`config.mk`:
```
export PLATFORM = sky130hd
export DESIGN_NAME = bresenham_line_engine
export DESIGN_NICKNAME = d
export VERILOG_FILES = /design/src/rtl/bresenham_pkg.sv /design/src/rtl/bresenham_step.sv /design/src/rtl/bresenham_line_engine.sv
export SDC_FILE = /design/constraint.sdc
export NUM_CORES = 1
export LEC_CHECK = 0
export ABC_AREA = 1
export ABC_CLOCK_PERIOD_IN_PS = 7200
export CAP_MARGIN = 20
export CORE_AREA = 2 2 158 121
export CTS_CLUSTER_SIZE = 20
export DETAILED_ROUTE_END_ITERATION = 16
export DIE_AREA = 0 0 160 123
export REMOVE_ABC_BUFFERS = 1
export SLEW_MARGIN = 10
export SYNTH_ARGS = -nofsm -noshare
export SYNTH_HDL_FRONTEND = slang
export SYNTH_HIERARCHICAL = 1
export SYNTH_SLANG_ARGS = --single-unit
```
`constraint.sdc`:
```
create_clock -name clk -period 7.2 [get_ports clk]
set_input_delay 0.72 -clock clk [delete_from_list [all_inputs] [get_ports clk]]
set_output_delay 0.72 -clock clk [all_outputs]
set_load 0.05 [all_outputs]
```
`src/rtl/bresenham_pkg.sv`:
```
// Shared definitions for the Bresenham line engine: default coordinate
// width, FSM state encoding and the signed error-accumulator type.
package bresenham_pkg;

  localparam int DEF_COORD_W = 8;
  localparam int DEF_ERR_W   = DEF_COORD_W + 3;

  typedef enum logic [2:0] {
    IDLE  = 3'd0,
    SETUP = 3'd1,
    PLOT  = 3'd2,
    DONE  = 3'd3,
    HOLD  = 3'd4
  } state_e;

  typedef logic signed [DEF_ERR_W-1:0] err_t;

endpackage

```
`src/rtl/bresenham_step.sv`:
```
// One Bresenham iteration: given the current point and error term, produce
// the next point and error. Both axis updates may fire in the same step and
// are decided from the same doubled error value.
module bresenham_step
  import bresenham_pkg::*;
#(
  parameter int COORD_W = DEF_COORD_W
) (
  input  logic                      [COORD_W-1:0] i_x,
  input  logic                      [COORD_W-1:0] i_y,
  input  logic signed [COORD_W+2:0]               i_err,
  input  logic signed [COORD_W+2:0]               i_dx,
  input  logic signed [COORD_W+2:0]               i_dy,
  input  logic                                    i_sxNeg,
  input  logic                                    i_syNeg,
  output logic                      [COORD_W-1:0] o_xNext,
  output logic                      [COORD_W-1:0] o_yNext,
  output logic signed [COORD_W+2:0]               o_errNext
);

  localparam int ERR_W = COORD_W + 3;

  logic signed [ERR_W:0]   w_e2;
  logic signed [ERR_W:0]   w_dxExt;
  logic signed [ERR_W:0]   w_dyExt;
  logic                    w_stepX;
  logic                    w_stepY;
  logic signed [ERR_W-1:0] w_addX;
  logic signed [ERR_W-1:0] w_addY;

  // Doubled error and deltas widened by one bit so the compare cannot overflow
  always_comb begin
    w_e2    = {i_err, 1'b0};
    w_dxExt = {i_dx[ERR_W-1], i_dx};
    w_dyExt = {i_dy[ERR_W-1], i_dy};
    w_stepX = (w_e2 >= w_dyExt);
    w_stepY = (w_e2 <= w_dxExt);
  end

  // Accumulate both error contributions and move along each axis that stepped
  always_comb begin
    w_addX    = w_stepX ? i_dy : '0;
    w_addY    = w_stepY ? i_dx : '0;
    o_errNext = i_err + w_addX + w_addY;
    o_xNext   = i_x;
    o_yNext   = i_y;
    if (w_stepX) begin
      o_xNext = i_sxNeg ? (i_x - COORD_W'(1)) : (i_x + COORD_W'(1));
    end
    if (w_stepY) begin
      o_yNext = i_syNeg ? (i_y - COORD_W'(1)) : (i_y + COORD_W'(1));
    end
  end

endmodule

```
`src/rtl/bresenham_line_engine.sv`:
```
// Rasterizes one line segment per draw_en request, emitting one pixel per
// accepted valid/ready cycle and pulsing draw_done after the last pixel.
// Optional build macro BRESENHAM_ABORT_EN: when defined, dropping draw_en in
// SETUP or PLOT abandons the line and returns to IDLE without draw_done.
module bresenham_line_engine
  import bresenham_pkg::*;
#(
  parameter int COORD_W = DEF_COORD_W
) (
  input  logic               clk,
  input  logic               n_rst,
  input  logic               draw_en,
  input  logic [COORD_W-1:0] x0,
  input  logic [COORD_W-1:0] y0,
  input  logic [COORD_W-1:0] x1,
  input  logic [COORD_W-1:0] y1,
  input  logic               pix_ready,
  output logic               pix_valid,
  output logic [COORD_W-1:0] pix_x,
  output logic [COORD_W-1:0] pix_y,
  output logic               draw_done,
  output logic               busy
);

  localparam int ERR_W = COORD_W + 3;

  state_e                  r_state;
  state_e                  w_nextState;
  logic [COORD_W-1:0]      r_x;
  logic [COORD_W-1:0]      r_y;
  logic [COORD_W-1:0]      r_x1;
  logic [COORD_W-1:0]      r_y1;
  logic signed [ERR_W-1:0] r_dx;
  logic signed [ERR_W-1:0] r_dy;
  logic signed [ERR_W-1:0] r_err;
  logic                    r_sxNeg;
  logic                    r_syNeg;

  logic signed [ERR_W-1:0] w_x0Ext;
  logic signed [ERR_W-1:0] w_y0Ext;
  logic signed [ERR_W-1:0] w_x1Ext;
  logic signed [ERR_W-1:0] w_y1Ext;
  logic signed [ERR_W-1:0] w_dxInit;
  logic signed [ERR_W-1:0] w_dyInit;
  logic [COORD_W-1:0]      w_xNext;
  logic [COORD_W-1:0]      w_yNext;
  logic signed [ERR_W-1:0] w_errNext;
  logic                    w_atEnd;
  logic                    w_accept;

  assign w_x0Ext  = ERR_W'(x0);
  assign w_y0Ext  = ERR_W'(y0);
  assign w_x1Ext  = ERR_W'(x1);
  assign w_y1Ext  = ERR_W'(y1);
  assign w_dxInit = (x0 < x1) ? (w_x1Ext - w_x0Ext) : (w_x0Ext - w_x1Ext);
  assign w_dyInit = (y0 < y1) ? (w_y0Ext - w_y1Ext) : (w_y1Ext - w_y0Ext);
  assign w_atEnd  = (r_x == r_x1) && (r_y == r_y1);
  assign w_accept = (r_state == PLOT) && pix_ready;

  bresenham_step #(
    .COORD_W (COORD_W)
  ) u_step (
    .i_x       (r_x),
    .i_y       (r_y),
    .i_err     (r_err),
    .i_dx      (r_dx),
    .i_dy      (r_dy),
    .i_sxNeg   (r_sxNeg),
    .i_syNeg   (r_syNeg),
    .o_xNext   (w_xNext),
    .o_yNext   (w_yNext),
    .o_errNext (w_errNext)
  );

  // State register
  always_ff @(posedge clk or negedge n_rst) begin
    if (!n_rst) r_state <= IDLE;
    else        r_state <= w_nextState;
  end

  // Next-state logic; HOLD blocks re-triggering until the request is withdrawn
  always_comb begin
    w_nextState = r_state;
    case (r_state)
      IDLE:  if (draw_en) w_nextState = SETUP;
`ifdef BRESENHAM_ABORT_EN
      SETUP: w_nextState = draw_en ? PLOT : IDLE;
      PLOT: begin
        if (!draw_en)                 w_nextState = IDLE;
        else if (pix_ready && w_atEnd) w_nextState = DONE;
      end
`else
      SETUP: w_nextState = PLOT;
      PLOT:  if (pix_ready && w_atEnd) w_nextState = DONE;
`endif
      DONE:  w_nextState = HOLD;
      HOLD:  if (!draw_en) w_nextState = IDLE;
      default: w_nextState = IDLE;
    endcase
  end

  // Outputs decoded from state only, zeroed outside PLOT
  always_comb begin
    pix_valid = (r_state == PLOT);
    pix_x     = (r_state == PLOT) ? r_x : '0;
    pix_y     = (r_state == PLOT) ? r_y : '0;
    draw_done = (r_state == DONE);
    busy      = (r_state != IDLE);
  end

  // Datapath: latch the segment in SETUP, advance one step per accepted pixel
  always_ff @(posedge clk or negedge n_rst) begin
    if (!n_rst) begin
      r_x     <= '0;
      r_y     <= '0;
      r_x1    <= '0;
      r_y1    <= '0;
      r_dx    <= '0;
      r_dy    <= '0;
      r_err   <= '0;
      r_sxNeg <= 1'b0;
      r_syNeg <= 1'b0;
    end else if (r_state == SETUP) begin
      r_x     <= x0;
      r_y     <= y0;
      r_x1    <= x1;
      r_y1    <= y1;
      r_dx    <= w_dxInit;
      r_dy    <= w_dyInit;
      r_err   <= w_dxInit + w_dyInit;
      r_sxNeg <= !(x0 < x1);
      r_syNeg <= !(y0 < y1);
    end else if (w_accept && !w_atEnd) begin
      r_x     <= w_xNext;
      r_y     <= w_yNext;
      r_err   <= w_errNext;
    end
  end

endmodule
```
# [Yosys cells after proc, flatten, opt, wreduce, memory -nomap -nowiden]
# Index checks and enable logic that the tools add are counted.
[totals] latchBits=0 n_memories=0 output_inout_bits=19 reg_bits=70 romBits=0 ramBits=0
[classes] magnitude_cmp=4 reduce_logical=15 shift=0 multipliers=0 bitwise_logic=0 n_mux=20 add_sub_neg=11 n_eq_ne=9 div=0
[op_table] cell="$mux 8" n=10
[op_table] cell="$mux 11" n=6
[op_table] cell="$sub 8x8->9" n=4
[op_table] cell="$add 11x11->11" n=3
[op_table] cell="$add 8x1->8 const B" n=2
[op_table] cell="$eq 8x8->1" n=2
[op_table] cell="$lt 8x8->1" n=2
[op_table] cell="$sub 8x1->8 const B" n=2
[op_table] cell="$pmux 3 s5" n=1
[op_table] cell="$ge 12x11->1" n=1
[op_table] cell="$le 12x11->1" n=1
[op_table] cell="$mux 3" n=3
[op_table] cell="$eq 3x2->1 const B" n=2
[op_table] cell="$reduce_bool 2->1" n=3
[op_table] cell="$logic_and 1x1->1" n=4
[op_table] cell="$ne 2x2->1 const B" n=2
[op_table] cell="$reduce_and 2->1" n=2
[op_table] cell="$eq 3x1->1 const B" n=1
[op_table] cell="$eq 3x3->1 const B" n=1
[op_table] cell="$logic_not 1->1" n=3
[op_table] cell="$logic_not 3->1" n=1
[op_table] cell="$reduce_and 3->1" n=1
[op_table] cell="$reduce_bool 3->1" n=1
[op_table] cell="$ne 2x1->1 const B" n=1

# [Logic depth before layout (Yosys ltp)]
# Gate-level depths: netlist of the first run.
[logic_depth] ltp_word=6 mapped_depth=28 ltp_nobuf=27

# [By module]
# The synthesis of the first run kept the hierarchy.
[by_module_without_submodules] module="bresenham_line_engine" cells_each=816 area_each_um2=5375.2 instances=1 seq_area_each_um2=1651.6
[by_module_without_submodules] module="bresenham_step" cells_each=330 area_each_um2=2133.3 instances=1 seq_area_each_um2=0.0

# [Worst setup path before layout of the first run]
# OpenSTA, ideal clock, no wires.
[synth_timing] kind="register -> register" from="reg r_dx[9]" to="reg r_err[9]" arrival_time_ns=3.664 slack_ns=3.419 t_required_ns=7.083 path_buffers=1 setup_ns=0.117 period_less_slack_ns=3.781 path_stages_with_launch=29 cell_sequence="dfrtp_1 > inv_1 > ha_1 > nand2_1 > inv_1 > nand2_1 > nor2_1 > nand2_1 > nand3_1 > nand2_1 > nand3_4 > buf_2 > nand2_1 > fa_1 > inv_1 > ha_1 > inv_1 > fa_1 > o21ai_1 > a21oi_1 > o21bai_1 > nand2_1 > nand2_1 > a21oi_1 > xnor2_1 > nand2_1 > nand2_1 > nand2_1 > nand2_1"
[synth_between] elab_chain_len=5
[synth_lines] item="start: declaration" line="bresenham_line_engine.sv:33" source="logic signed [ERR_W-1:0] r_dx;"
[synth_lines] item="start signal: assignment" line="bresenham_line_engine.sv:128" source="r_dx <= w_dxInit;"
[synth_lines] item="$le 12x11->1" line="bresenham_step.sv:37" source="w_stepY = (w_e2 <= w_dxExt);"
[synth_lines] item="$mux 11 *" line="bresenham_step.sv:43" source="w_addY = w_stepY ? i_dx : '0;"
[synth_lines] item="$add 11x11->11 *" line="bresenham_step.sv:44" source="o_errNext = i_err + w_addX + w_addY;"
[synth_lines] item="named net w_errNext[9]" line="bresenham_line_engine.sv:47" source="logic signed [ERR_W-1:0] w_errNext;"
[synth_lines] item="$mux 11 *" line="bresenham_line_engine.sv:133" source="end else if (w_accept && !w_atEnd) begin"
[synth_lines] item="$mux 11 *" line="bresenham_line_engine.sv:123" source="end else if (r_state == SETUP) begin"
[synth_lines] item="end signal: assignment" line="bresenham_line_engine.sv:130" source="r_err <= w_dxInit + w_dyInit;"
[synth_lines] item="end signal: assignment" line="bresenham_line_engine.sv:136" source="r_err <= w_errNext;"
[synth_lines] item="end: declaration" line="bresenham_line_engine.sv:35" source="logic signed [ERR_W-1:0] r_err;"
# Mark *: on every way through the listed nets, which the timed path passes. The rest lies on a longest branch. The select of a mux whose other input is x is not followed.
# A chain may end at the register's enable or synchronous reset.

# [Worst setup path in the final report of the first run]
# Same ends and word-level chain as after synthesis.

==> results of run 1 <==
## sequential cells by signal, summed over array words and instances (netlist names)
signal and flops:
r_dx 9, r_dy 9, r_err 11, r_state 3
r_sxNeg 1, r_syNeg 1, r_x 8, r_x1 8
r_y 8, r_y1 8
## area by class of cell
| type | instances | area [sq um] |
|---|---|---|
| Fill cell | 1952 | 9670 |
| Inverter | 185 | 697 |
| Clock inverter | 5 | 78.8 |
| Multi-Input combinational cell | 868 | 5000 |
| Tap cell | 247 | 309 |
| Sequential cell | 66 | 1650 |
| Clock buffer | 11 | 233 |
| Timing Repair Buffer | 55 | 546 |
## how the worst max path moves through the flow
stage / start / to / slack (ps) / cells after the start
after floorplan: r_dx[9] / r_err[9] / 3490 / 26
after global placement: r_dx[9] / r_err[9] / 2860 / 26
after detailed placement: r_dx[9] / r_err[9] / 2890 / 26
after CTS: r_dx[9] / r_err[9] / 2850 / 26
after global routing: r_dx[9] / r_err[9] / 2420 / 26
final: r_dx[9] / r_err[9] / 2830 / 26
## stage by stage
stage,utilization,hold WS (ps),setup slack (ps)
2_1_floorplan,-,424,3490
3_3_place_gp,0.451,468,2860
3_5_place_dp,0.451,467,2890
4_1_cts,0.468,483,2850
5_1_grt,0.468,517,2420
6_report,0.468,480,2830
## metal layers
metal  routed length, microns  vias up  track usage
li1                         -     3662            -
met4                      150        0       0.0343
met1                    10600     3134        0.320
met5                        0        -            0
met3                      920       13       0.0369
met2                     8000      130        0.329
## synthesized netlist by cell type (all sizes together)
library cell  instances  area [sq um]
nand2               397          1530
inv                 185           697
nand3                87           465
ha                   84          1050
nor2                 80           310
o21ai                69           372
dfrtp                66          1650
a21oi                55           287
xor2                 35           307
buf                  18           131
fa                   18           360
clkbuf                9          33.8
xnor2                 9          78.8
nand4                 6          37.5
o211ai                6          45.0
o21bai                4          30.0
a21o                  3          25.0
and2                  2          12.5
nand3b                2          15.0
nor3                  2          10.0
o31ai                 2          15.0
or2                   2          12.5
a211oi                1          7.51
a31o                  1          8.76
a31oi                 1          6.26
and3                  1          6.26
o21a                  1          7.51
## worst max-delay path: stages (launching register included)
cell	delay, ps
dfrtp_1	490
inv_1	100
ha_1	310
nand2_1	60
inv_1	60
nand2_1	60
nor2_1	170
nand2_1	100
nand4_1	120
nand3_4	250
nand2_1	170
fa_1	410
inv_1	60
ha_1	210
inv_1	90
fa_1	410
o21ai_1	250
a21oi_1	110
o21bai_1	200
nand2_1	80
nand2_1	60
a21oi_1	70
xnor2_1	140
nand2_1	80
nand2_1	100
nand2_1	50
nand2_1	70
## logic make-up (layout without fill, tap and decap cells)
logic type                 after synthesis  after routing
DFF                                     66             66
AOI/OAI and AO/OA                      143            143
adders and majority gates              102            102
buffers and inverters                  212            256
xor gates and xnor gates                44             44
and+or+nand+nor                        579            579
==> flow_summary.yaml, run 1 <==
floorplanning:
  die_height_microns: 123
  pin_count: 55
  num_rows: 43
  core_sq_mm: 0.0182
  floorplan.initialDensity: 0.413
  die_w_microns: 160
  die_area_sq_mm: 0.0197
place:
  routabilityCongestion: 0.927
  placed_cell_area_sq_mm: 0.00821
  dp_hpwl_mm: 15.1
  place_inst: 1421
  portBuffers: 54
setup_path:
  crit_type: "reg2reg"
  worstPathRequired_ps: 7480
  worstRegToRegCells: 26
  end_kind: "flip-flop"
  reg2reg_slack_ps: 2830
  regToRegStartpoint: "r_dx[9]"
  cp.arrival_ps: 4650
  critical_path.reg2reg.endpoint: "r_err[9]"
  cp_max_fo: 16
  startpoint_type: "flip-flop"
global_route:
  antenna_found_initial: 0
  grt_pass1_vias: 6598
  grt_overflow: 0
  grt_usage: 0.214
  grt_pass1_wl_mm: 33.6
  grt_max_degree: 73
cells_and_area:
  n_antenna_cell: 0
  fin_nets: 1323
  final_layout_size_suffix_gt1_frac: 0.0420
  area_delta_synth_final_pct: 13.4
  final_cell_mix: "nand2_1, inv_1, nand3_1, ha_1, nor2_1"
  mostFrequentLayoutCell: "nand2_1"
  stdcell_area_sq_mm: 0.00852
  fin_cells: 1437
sta:
  max_slew.worst_pin.slew_ps: 913
  rsz0062_at_grt: "false"
  fin_skew_ps: 5.33
  drv_slew: 0
  fmax_mhz: 229
  setup_viol: 0
  fin_crit_sh: 0.607
  tns_ps: 0
  period_needed_ps: 4370
  relSlewSlack: 0.391
  hold_violations: 0
route:
  routed_wl_mm: 19.7
  drt_iter0_markers: 443
  vias: 6939
  vias_per_cell: 4.83
  final_antenna_net_count: 0
  drcViolationCount: 0
  first_pass_iters: 5
  routedWlPerCell_microns: 13.7
outcome:
  status: "complete, no violations"
synthesis:
  yosys.cell_types.count: 42
  syn_area_sq_mm: 0.00751
  synth_simple_gate_area_frac: 0.319
  synthAdderAreaFrac: 0.188
  yosys_warnings: 6
  muxShareOfSynthArea: 0
  synthXorXnorAreaFrac: 0.0513
  synth.avg_cell_area_sq_um: 6.55
  ys_seq_elements: 66
  synth_seq_area_share: 0.220
  synth_top_family_by_area: "simple AND/OR/NAND/NOR gates"
  synth_cells: 1146
  synth_compound_area_frac: 0.107
worst_hold_path:
  min_from: "r_dy[4]"
  hold_path.class: "reg2reg"
  hold_depth: 2
  min_to: "r_dy[4]"
clock_tree:
  cts-resized-gates: 0
  cts_max_level: 3
  cts_root_buf: "clkbuf_16"
  cts_buffers: 9
  clock_sinks: 66
  clock_path_buffers: 2
  clk_pin_slew_worst_paths_ps: 60
  ctsHoldBuffers: 0
  cts_tree: "done"
  clk_latency_ps: 350
  postCtsSetupBuffers: 0
run:
  cap_violations: 0
Power of run 1 is left out: the tool's default activity adds up to more than one toggle a clock period on the data nets, which glitch-free logic cannot reach.
==> run 2: changes to the inputs <==
- ABC_CLOCK_PERIOD_IN_PS: 7200 -> 4150
- clock period: 7.2 -> 4.15 ns (I/O delays scaled with it)
==> flow_summary.yaml, run 2 (synthesis results as in run 1) <==
outcome:
  status: "complete, no violations"
route:
  routedWlPerCell_microns: 13.6
  first_pass_iters: 7
  routed_wl_mm: 19.7
  drcViolationCount: 0
  vias_per_cell: 4.77
  drt_iter0_markers: 409
  final_antenna_net_count: 0
  vias: 6919
place:
  dpl_worst_slack_ps: -50.1
  portBuffers: 54
  routabilityCongestion: 0.879
  dp_hpwl_mm: 15.1
cells_and_area:
  mostFrequentLayoutCell: "nand2_1"
  seq_area_sq_mm: 0.00166
  regMostFlops: "r_err"
  num-fill-cells: 1931
  area_delta_synth_final_pct: 15.1
  largest_reg_flops: 11
  top_regs: "r_err: 11 flops, r_dx: 9 flops, r_dy: 9 flops"
  multi_input_area_sq_mm: 0.00505
  final_layout_size_suffix_gt1_frac: 0.0656
  final_cell_mix: "nand2_1, inv_1, nand3_1"
  n_antenna_cell: 0
  fin_nets: 1338
run:
  cap_violations: 0
global_route:
  antenna_found_initial: 0
  grt_pass1_vias: 6672
  grt_pass1_wl_mm: 33.4
  grt_usage: 0.211
  grt_max_degree: 73
  grt_overflow: 0
sta:
  max_slew.worst_pin.slew_ps: 938
  fin_crit_sh: 0.939
  drv_slew: 0
  hold_violations: 0
  fmax_mhz: 256
  fin_ws_ps: 251
  relSlewSlack: 0.374
  setup_viol: 0
  fin_skew_ps: 4.91
  period_needed_ps: 3900
clock_tree:
  clk_pin_slew_worst_paths_ps: 60
  cts_buffers: 9
  clock_sinks: 66
  clk_latency_ps: 340
  cts_tree: "done"
  cts_root_buf: "clkbuf_16"
  cts_max_level: 3
  clock_path_buffers: 2
floorplanning:
  num_rows: 43
  pin_count: 55
  core_sq_mm: 0.0182
  die_height_microns: 123
  die_area_sq_mm: 0.0197
  die_w_microns: 160
  floorplan.initialDensity: 0.413
setup_path:
  reg2reg_slack_ps: 250
  slowest_stage: "dfrtp_2"
  end_kind: "flip-flop"
  startpoint_type: "flip-flop"
  max_stage_delay_ps: 450
  worstPathRequired_ps: 4380
  cp_max_fo: 10
  crit_type: "reg2reg"
  cpMostUsedCell: "nand2_1"
  cp.arrival_ps: 4130
worst_hold_path:
  hold_path.class: "in2async"
## run 2: cell count changes in the layout (fill, tap and decap cells not counted), sizes merged
| cell | previous run | this run |
|---|---|---|
| clkbuf | 11 | 13 |
| clkinv | 3 | 1 |
| buf | 2 | 17 |
| bufinv | 2 | 0 |
| clkinvlp | 0 | 1 |
## run 2: per-layer routing
metal,vias to the layer above,GRT usage,share of wire
met3,12,0.0302,0.042
met5,-,0,0
met1,3099,0.314,0.54
met2,125,0.329,0.41
met4,0,0.0394,0.0071
li1,3683,-,-
## run 2: critical path: cells and delay by family, from the launching register on
family,cells,cell delay [ps]
AND/OR/NAND/NOR,16,1330
adder cells (fa/ha/maj),3,1110
flip-flops,1,450
AO/OA/AOI/OAI,3,530
buffers and inverters,4,380
## run 2: path summary, 6_finish.rpt
path	start	endpoint	cells past startpoint
setup / recovery	r_err[10]	r_err[10]	26
hold / removal	n_rst	r_x1[5]	1
setup reg to reg	r_err[10]	r_err[10]	26
hold reg to reg	r_dy[5]	r_dy[5]	2
max in group asynchronous	n_rst	r_err[10]	1
min in group clk	r_dy[5]	r_dy[5]	2
## run 2: cell type report
type	count	share of cell area
clock inverters	2	0.00145
inverters	185	0.0806
multi-input cells	868	0.584
clock buffers	13	0.0301
flip-flops and latches	66	0.192
repair buffers	70	0.0761
well taps	247	0.0358
## run 2: per-stage QoR
stage          cells  setup TNS, ps  utilization  area (sq um)  hold WS (ps)
5_1_grt         1451          -56.0        0.475          8640           301
4_1_cts         1444              0        0.470          8540           253
6_report        1451              0        0.475          8640           216
3_5_place_dp    1429          -50.1        0.455          8270           467
2_1_floorplan   1119              0            -          7340           119
3_3_place_gp    1429              0        0.455          8270           466
## run 2: repair_timing
action / 4_1_cts / 5_1_grt
buffers inserted: 0 / 7
endpoints found under the setup margin: 1 / 4
gates resized for setup: 2 / 15
hold buffers: 0 / 0
pin swaps: 0 / 3
Power of run 2 is left out for the same reason.
